==> config.mk <==
export PLATFORM = sky130hd
export DESIGN_NAME = video_in_packetizer
export DESIGN_NICKNAME = d
export VERILOG_FILES = /design/src/rtl/video_in_packetizer.sv
export SDC_FILE = /design/constraint.sdc
export NUM_CORES = 1
export LEC_CHECK = 0
export BUFFER_PORTS_ARGS = -buffer_cell sky130_fd_sc_hd__buf_2
export CORE_MARGIN = 2
export CORE_UTILIZATION = 53
export CTS_CLUSTER_SIZE = 12
export DETAILED_ROUTE_END_ITERATION = 6
export PLACE_DENSITY = 0.88
export RECOVER_POWER = 50
export SLEW_MARGIN = 20
export SYNTH_ARGS = -nofsm -noshare
export SYNTH_HDL_FRONTEND = slang
export SYNTH_SLANG_ARGS = --single-unit
==> constraint.sdc <==
create_clock -name clk -period 2.1 [get_ports clk]
set_input_delay 0.315 -clock clk [delete_from_list [all_inputs] [get_ports clk]]
set_output_delay 0.315 -clock clk [all_outputs]
set_load 0.005 [all_outputs]
==> src/rtl/video_in_packetizer.sv <==
// Drains 4-bit samples from a show-ahead FIFO, packs nibble pairs into bytes and frames them as
// fixed-length packets (magic, sequence number, payload) on a valid/ready byte stream.
module video_in_packetizer #(
    parameter int          PAYLOAD_BYTES = 128,
    parameter int          USEDW_WIDTH   = 9,
    parameter logic [15:0] MAGIC         = 16'hDA7A,
    parameter logic [15:0] SEQ_INIT      = 16'h0000
) (
    input  logic                   clk,
    input  logic                   rst,
    input  logic                   enable,
    input  logic [3:0]             fifor_data,
    input  logic                   fifor_empty,
    input  logic [USEDW_WIDTH-1:0] fifor_used_words,
    output logic                   fifor_acknowledge,
    output logic [7:0]             tx_data,
    output logic                   tx_valid,
    input  logic                   tx_ready,
    output logic                   tx_last,
    output logic [15:0]            seq_num,
    output logic                   pkt_count_wrap
);
    localparam int CNT_W = (PAYLOAD_BYTES > 1) ? $clog2(PAYLOAD_BYTES) : 1;
    localparam logic [CNT_W-1:0]       LAST_IDX    = CNT_W'(PAYLOAD_BYTES - 1);
    localparam logic [USEDW_WIDTH-1:0] START_LEVEL = USEDW_WIDTH'(2 * PAYLOAD_BYTES);

    typedef enum logic [2:0] {IDLE, HDR, PAY_HI, PAY_LO, DONE} state_t;

    state_t           state_q, state_d;
    logic [7:0]       data_q, data_d;
    logic             valid_q, valid_d;
    logic             last_q, last_d;
    logic [3:0]       hi_q, hi_d;
    logic [1:0]       hdr_cnt_q, hdr_cnt_d;
    logic [CNT_W-1:0] byte_cnt_q, byte_cnt_d;
    logic [15:0]      seq_q, seq_d;
    logic             wrap_q, wrap_d;
    logic             ack;
    logic             slot_free;
    logic [7:0]       hdr_byte;

    // The output slot can take a new byte if empty or if its current byte leaves this cycle.
    assign slot_free = !valid_q || tx_ready;

    always_comb begin
        hdr_byte = seq_q[7:0];
        case (hdr_cnt_q)
            2'd0:    hdr_byte = MAGIC[15:8];
            2'd1:    hdr_byte = MAGIC[7:0];
            2'd2:    hdr_byte = seq_q[15:8];
            default: hdr_byte = seq_q[7:0];
        endcase
    end

    always_comb begin
        state_d    = state_q;
        data_d     = data_q;
        valid_d    = valid_q;
        last_d     = last_q;
        hi_d       = hi_q;
        hdr_cnt_d  = hdr_cnt_q;
        byte_cnt_d = byte_cnt_q;
        seq_d      = seq_q;
        wrap_d     = 1'b0;
        ack        = 1'b0;

        if (valid_q && tx_ready) begin
            valid_d = 1'b0;
            last_d  = 1'b0;
        end

        case (state_q)
            IDLE: begin
                // Start only with a full payload buffered so the payload can never underrun.
                if (enable && fifor_used_words >= START_LEVEL) begin
                    state_d    = HDR;
                    hdr_cnt_d  = 2'd0;
                    byte_cnt_d = '0;
                end
            end
            HDR: begin
                if (slot_free) begin
                    data_d    = hdr_byte;
                    valid_d   = 1'b1;
                    last_d    = 1'b0;
                    hdr_cnt_d = hdr_cnt_q + 2'd1;
                    if (hdr_cnt_q == 2'd3) begin
                        state_d = PAY_HI;
                    end
                end
            end
            PAY_HI: begin
                if (slot_free && !fifor_empty) begin
                    ack     = 1'b1;
                    hi_d    = fifor_data;
                    state_d = PAY_LO;
                end
            end
            PAY_LO: begin
                if (slot_free && !fifor_empty) begin
                    ack        = 1'b1;
                    data_d     = {hi_q, fifor_data};
                    valid_d    = 1'b1;
                    last_d     = (byte_cnt_q == LAST_IDX);
                    byte_cnt_d = byte_cnt_q + 1'b1;
                    state_d    = (byte_cnt_q == LAST_IDX) ? DONE : PAY_HI;
                end
            end
            DONE: begin
                if (valid_q && tx_ready) begin
                    seq_d   = seq_q + 16'd1;
                    wrap_d  = (seq_q == 16'hFFFF);
                    state_d = IDLE;
                end
            end
            default: state_d = IDLE;
        endcase
    end

    always_ff @(posedge clk or posedge rst) begin
        if (rst) begin
            state_q    <= IDLE;
            data_q     <= 8'h00;
            valid_q    <= 1'b0;
            last_q     <= 1'b0;
            hi_q       <= 4'h0;
            hdr_cnt_q  <= 2'd0;
            byte_cnt_q <= '0;
            seq_q      <= SEQ_INIT;
            wrap_q     <= 1'b0;
        end else begin
            state_q    <= state_d;
            data_q     <= data_d;
            valid_q    <= valid_d;
            last_q     <= last_d;
            hi_q       <= hi_d;
            hdr_cnt_q  <= hdr_cnt_d;
            byte_cnt_q <= byte_cnt_d;
            seq_q      <= seq_d;
            wrap_q     <= wrap_d;
        end
    end

    assign fifor_acknowledge = ack;
    assign tx_data           = data_q;
    assign tx_valid          = valid_q;
    assign tx_last           = last_q;
    assign seq_num           = seq_q;
    assign pkt_count_wrap    = wrap_q;

endmodule

# [Word-level counts from Yosys, hierarchy flattened]
# Cells that the tools add are included.
[word_totals] in_bits=18 output_inout_bits=28 elab_cells=76 ff_bits=43
[classes] addsub=3 n_eq_ne=15 n_mux=30 reduce_logical=18 n_lt_le_gt_ge=1
[op_table] cell="8-bit case mux with 3 select lines" n=1
[op_table] cell="3-bit 2-to-1 mux" n=7
[op_table] cell="16-bit by 1-bit adder with 16-bit output, second input constant" n=1
[op_table] cell="16-bit equality test, second input constant" n=1
[op_table] cell="8-bit 2-to-1 mux" n=2
[op_table] cell="8-bit case mux with 2 select lines" n=1
[op_table] cell="3-bit case mux with 5 select lines" n=1
[op_table] cell="7-bit 2-to-1 mux" n=2
[op_table] cell="7-bit case mux with 2 select lines" n=1
[op_table] cell="2-bit != test, second input constant" n=6
[op_table] cell="1-bit 2-to-1 mux" n=10
[op_table] cell="9-bit greater-or-equal comparator, second input constant" n=1
[op_table] cell="3-bit AND reduction" n=3
[op_table] cell="7-bit by 1-bit adder with 7-bit output, second input constant" n=1
[op_table] cell="7-bit equality test, second input constant" n=1
[op_table] cell="3-bit by 2-bit equality test with 1-bit output, second input constant" n=2
[op_table] cell="6-bit AND reduction" n=1
[op_table] cell="2-bit nonzero test" n=3
[op_table] cell="2-bit equality test, second input constant" n=2
[op_table] cell="2-bit 2-to-1 mux" n=2
[op_table] cell="1-bit case mux with 2 select lines" n=2
[op_table] cell="2-bit case mux with 2 select lines" n=1
[op_table] cell="2-bit AND reduction" n=2
[op_table] cell="3-bit by 1-bit equality test with 1-bit output, second input constant" n=1
[op_table] cell="9 further kinds" n=12

# [Longest topological paths before layout]
[logic_depth] ltp_word=5 depth_mapped=7 ltp_nobuf=6

# [Least setup slack after synthesis]
# Ideal clock, no wire load.
[synth_timing] kind="reg2reg" from="reg state_q[1]" to="reg seq_q[7] (netlist: seq_num[7])" arrival_time_ps=1608 path_buffers=1 path_stages_with_launch=6 t_required_ps=2021 setup_ps=79 synth_period_minus_slack_ps=1687 path_slack_ps=413 cell_sequence="dfrtp_1 buf_2 or3b_4 nor4_4 and3_1 xor2_1"
[synth_between] elab_chain_len=2
[synth_rtl] element="start, declared" line="29" text="state_t state_q, state_d;"
[synth_rtl] element="start signal, assigned" line="132" text="state_q <= state_d;"
[synth_rtl] element="3-bit equality test" line="72" text="case (state_q)"
[synth_rtl] element="2-bit AND reduction (no source line)"
[synth_rtl] element="end signal, assigned" line="139" text="seq_q <= seq_d;"
[synth_rtl] element="end, declared" line="36" text="logic [15:0] seq_q, seq_d;"
# Every way passes these cells.
# A chain may end at the register's enable or synchronous reset.

# [Final worst setup path]
[layout_timing] from="reg state_q[1]" to="reg seq_q[8] (netlist: seq_num[8])"
# Same word-level chain as after synthesis.

==> metrics.csv <==
stage,metric,value,unit
outcome,status,"complete, no violations",
global_route,overflow,0,
floorplan,core_area,3970,um2
floorplan,die_y,68.1,um
placed_design,io_buffers,37,
placed_design,pre_cts_ws,238,ps
setup_path,reg2reg_from,state_q[1],
global_route,antenna_found_initial,0,
sta,timing.setup.tns,0,ps
route,vias_per_cell,5.70,
route,drt_iter0_markers,163,
clocking,cts_tree,yes,
global_route,grt.total_usage,0.223,
floorplan,pin_count,46,
clocking,ctsResizeCount,0,
setup_path,cp-end-kind,flip-flop,
route,routed_wl,4730,um
global_route,grt_max_degree,44,
setup_path,critical_path.max_stage_delay,490,ps
synth,syn_nets,243,
route,drc,0,
synth,synthArstFlopShare,1.00,
synth,ys_seq_area_frac,0.495,
job,drv_cap,0,
setup_path,crit_path_top_delay_cell,dfrtp_1,
setup_path,cp-start-kind,flip-flop,
sta,holdWs,271,ps
sta,tightest_slew,1070,ps
route,vias,1779,
setup_path,worst-path-max-fanout,11,
sta,worst_slack,220,ps
clocking,insertion_delay,300,ps
clocking,hold_buffers,0,
route,first_pass_iters,4,
power_and_ir_drop,p_per_area,1180,nW/um2
placed_design,dpl.hpwl,3380,um
global_route,first_global_vias,1577,
clocking,clock_sinks,43,
setup_path,startpoint,state_q[1],
sta,setup_viol,0,
route,ant_nets,0,
synth,synth_seq_cells,43,
placed_design,gp_congestion,0.882,
sta,layout_min_cycle_time,1880,ps
global_route,grt_pass1_wl,7530,um
placed_design,placed_area,2440,um2
synth,synth-edff-count,0,
power_and_ir_drop,p_leak,1.24,nW
sta,final-hold-violation-count,0,
hold_path,min_from,fifor_data[2],
floorplan,start_util,0.548,
setup_path,cp.arrival,2100,ps
finish,stdcell_area,2560,um2
synth,synth.distinct_cells,41,
clocking,cts.clk_slew.worst_paths,80,ps
setup_path,cp_top_family,simple AND/OR/NAND/NOR gates,
power_and_ir_drop,p_total,0.00302,W
sta,rsz0062_at_grt,false,
setup_path,path_cells,or3b_4 -> nor3_2 -> and4_1 -> xor2_1,
floorplan,dieArea,4630,um2
clocking,root_buffer,clkbuf_8,
clocking,post_cts_buffers,0,
sta,drv_slew,0,
setup_path,crit_type,flip-flop to flip-flop,
floorplan,fp-row-count,23,
finish,area_delta_synth_final,17.5,%
setup_path,worstPathRequired,2320,ps
sta,timing.fmax,532,MHz
clocking,clock_path_buffers,2,
hold_path,hold_path.class,input port to flip-flop,
synth,syn_avg_cell_area,9.93,um2
floorplan,die-width,68.1,um
route,wl_per_cell,15.1,um
sta,final.setup_skew,4.25,ps
synth,ys.flop_type,dfrtp_1,
setup_path,path_buf_inv,0,
sta,post-route-period-util,0.895,
synth,synth_warnings,0,
clocking,cts_max_level,2,
finish,fin_nets,285,
sta,relSlewSlack,0.287,
power_and_ir_drop,peakVddDrop,0.534,mV
synth,synthCells,219,
synth,netlist_area,2170,um2
clocking,cts-buffers-inserted,5,
finish,drive_above_1_share,0.198,
finish,antenna_cells,0,
==> worst paths after layout <==
kind / to / slack [ps] / cells past startpoint
setup / recovery: seq_num[8] / 220 / 4
hold / removal: hi_q[2] / 270 / 2
setup reg to reg: seq_num[8] / 220 / 4
hold reg to reg: tx_data[5] / 480 / 2
max in group asynchronous: seq_num[5] / 1110 / 3
min in group asynchronous: byte_cnt_q[6] / 340 / 3
==> stage by stage <==
stage               utilization  cells
finish                    0.644    312
global route              0.644    312
CTS                       0.648    312
detailed placement        0.613    304
global placement          0.613    304
floorplan                     -    219
==> cell type report <==
cell class              count  area [um2]
fillers                   317        1420
clock buffers               5        68.8
repair buffers             44         221
flip-flops and latches     43        1080
inverters                   7        26.3
multi-input cells         160        1030
clock inverters             3        67.6
well taps                  50        62.6
==> cell families (layout without fill, tap and decap cells) <==
family	count (synthesis)	after routing	synth area share
adder cells (fa/ha/maj)	6	6	0.0345
multiplexers	7	7	0.0357
AND/OR/NAND/NOR	90	90	0.224
AO/OA/AOI/OAI	41	41	0.116
buffers and inverters	16	59	0.0299
flip-flops	43	43	0.495
XOR/XNOR	16	16	0.0644
==> power breakdown <==
part / leakage [nW] / switching (W) / internal [W] / total, W
Sequential: 0.562 / 0.000146 / 0.00102 / 0.00117
Clock: 0.0644 / 0.000293 / 0.000474 / 0.000767
Combinational: 0.612 / 0.000617 / 0.000471 / 0.00109
Total: 1.24 / 0.00106 / 0.00197 / 0.00302
==> sequential cells by signal, summed over array words and instances, names as in the netlist <==
name            cells
tx_data             8
tx_valid            1
hdr_cnt_q           2
state_q             3
tx_last             1
byte_cnt_q          7
pkt_count_wrap      1
seq_num            16
hi_q                4
==> synth_stat cells (2+ instances only) <==
| cell | n | area share |
|---|---|---|
| dfrtp_1 | 43 | 0.49 |
| a21oi_1 | 7 | 0.016 |
| or3_1 | 3 | 0.0086 |
| o21ai_0 | 19 | 0.044 |
| xnor2_1 | 10 | 0.040 |
| a2bb2oi_1 | 3 | 0.012 |
| mux2_2 | 6 | 0.031 |
| and2_1 | 4 | 0.012 |
| nor2_1 | 10 | 0.017 |
| clkbuf_1 | 6 | 0.010 |
| nand3_1 | 11 | 0.025 |
| ha_1 | 6 | 0.035 |
| a31oi_1 | 2 | 0.0058 |
| nand4_1 | 4 | 0.012 |
| inv_1 | 7 | 0.012 |
| xor2_1 | 6 | 0.024 |
| nor3_1 | 8 | 0.018 |
| nand2b_1 | 3 | 0.0086 |
| o211ai_1 | 2 | 0.0069 |
| and3_1 | 5 | 0.014 |
| a211oi_1 | 2 | 0.0069 |
| nand2_1 | 26 | 0.045 |
| and4_1 | 4 | 0.016 |
| nor2b_1 | 5 | 0.014 |
==> metal layers <==
metal,track usage,share of wire
met4,0.0950,0.018
met2,0.343,0.49
met5,0,0
met3,0.0641,0.069
met1,0.294,0.42
==> cell usage in the layout, fill, tap and decap left out, types with 3 or more instances in the layout <==
cell type  Yosys  final
dfrtp_1       43     43
buf_2          1     29
nand2_1       26     26
o21ai_0       19     19
nand3_1       11     11
nor2_1        10     10
xnor2_1       10     10
clkbuf_1       6      9
nor3_1         8      8
a21oi_1        7      7
inv_1          7      7
mux2_2         6      6
xor2_1         6      6
ha_1           6      6
nor2b_1        5      5
and3_1         5      5
clkbuf_8       0      5
buf_4          1      5
and2_1         4      4
and4_1         4      4
nand4_1        4      4
nand2b_1       3      3
or3_1          3      3
a2bb2oi_1      3      3
No activity file was read; power rests on OpenSTA's default activity.
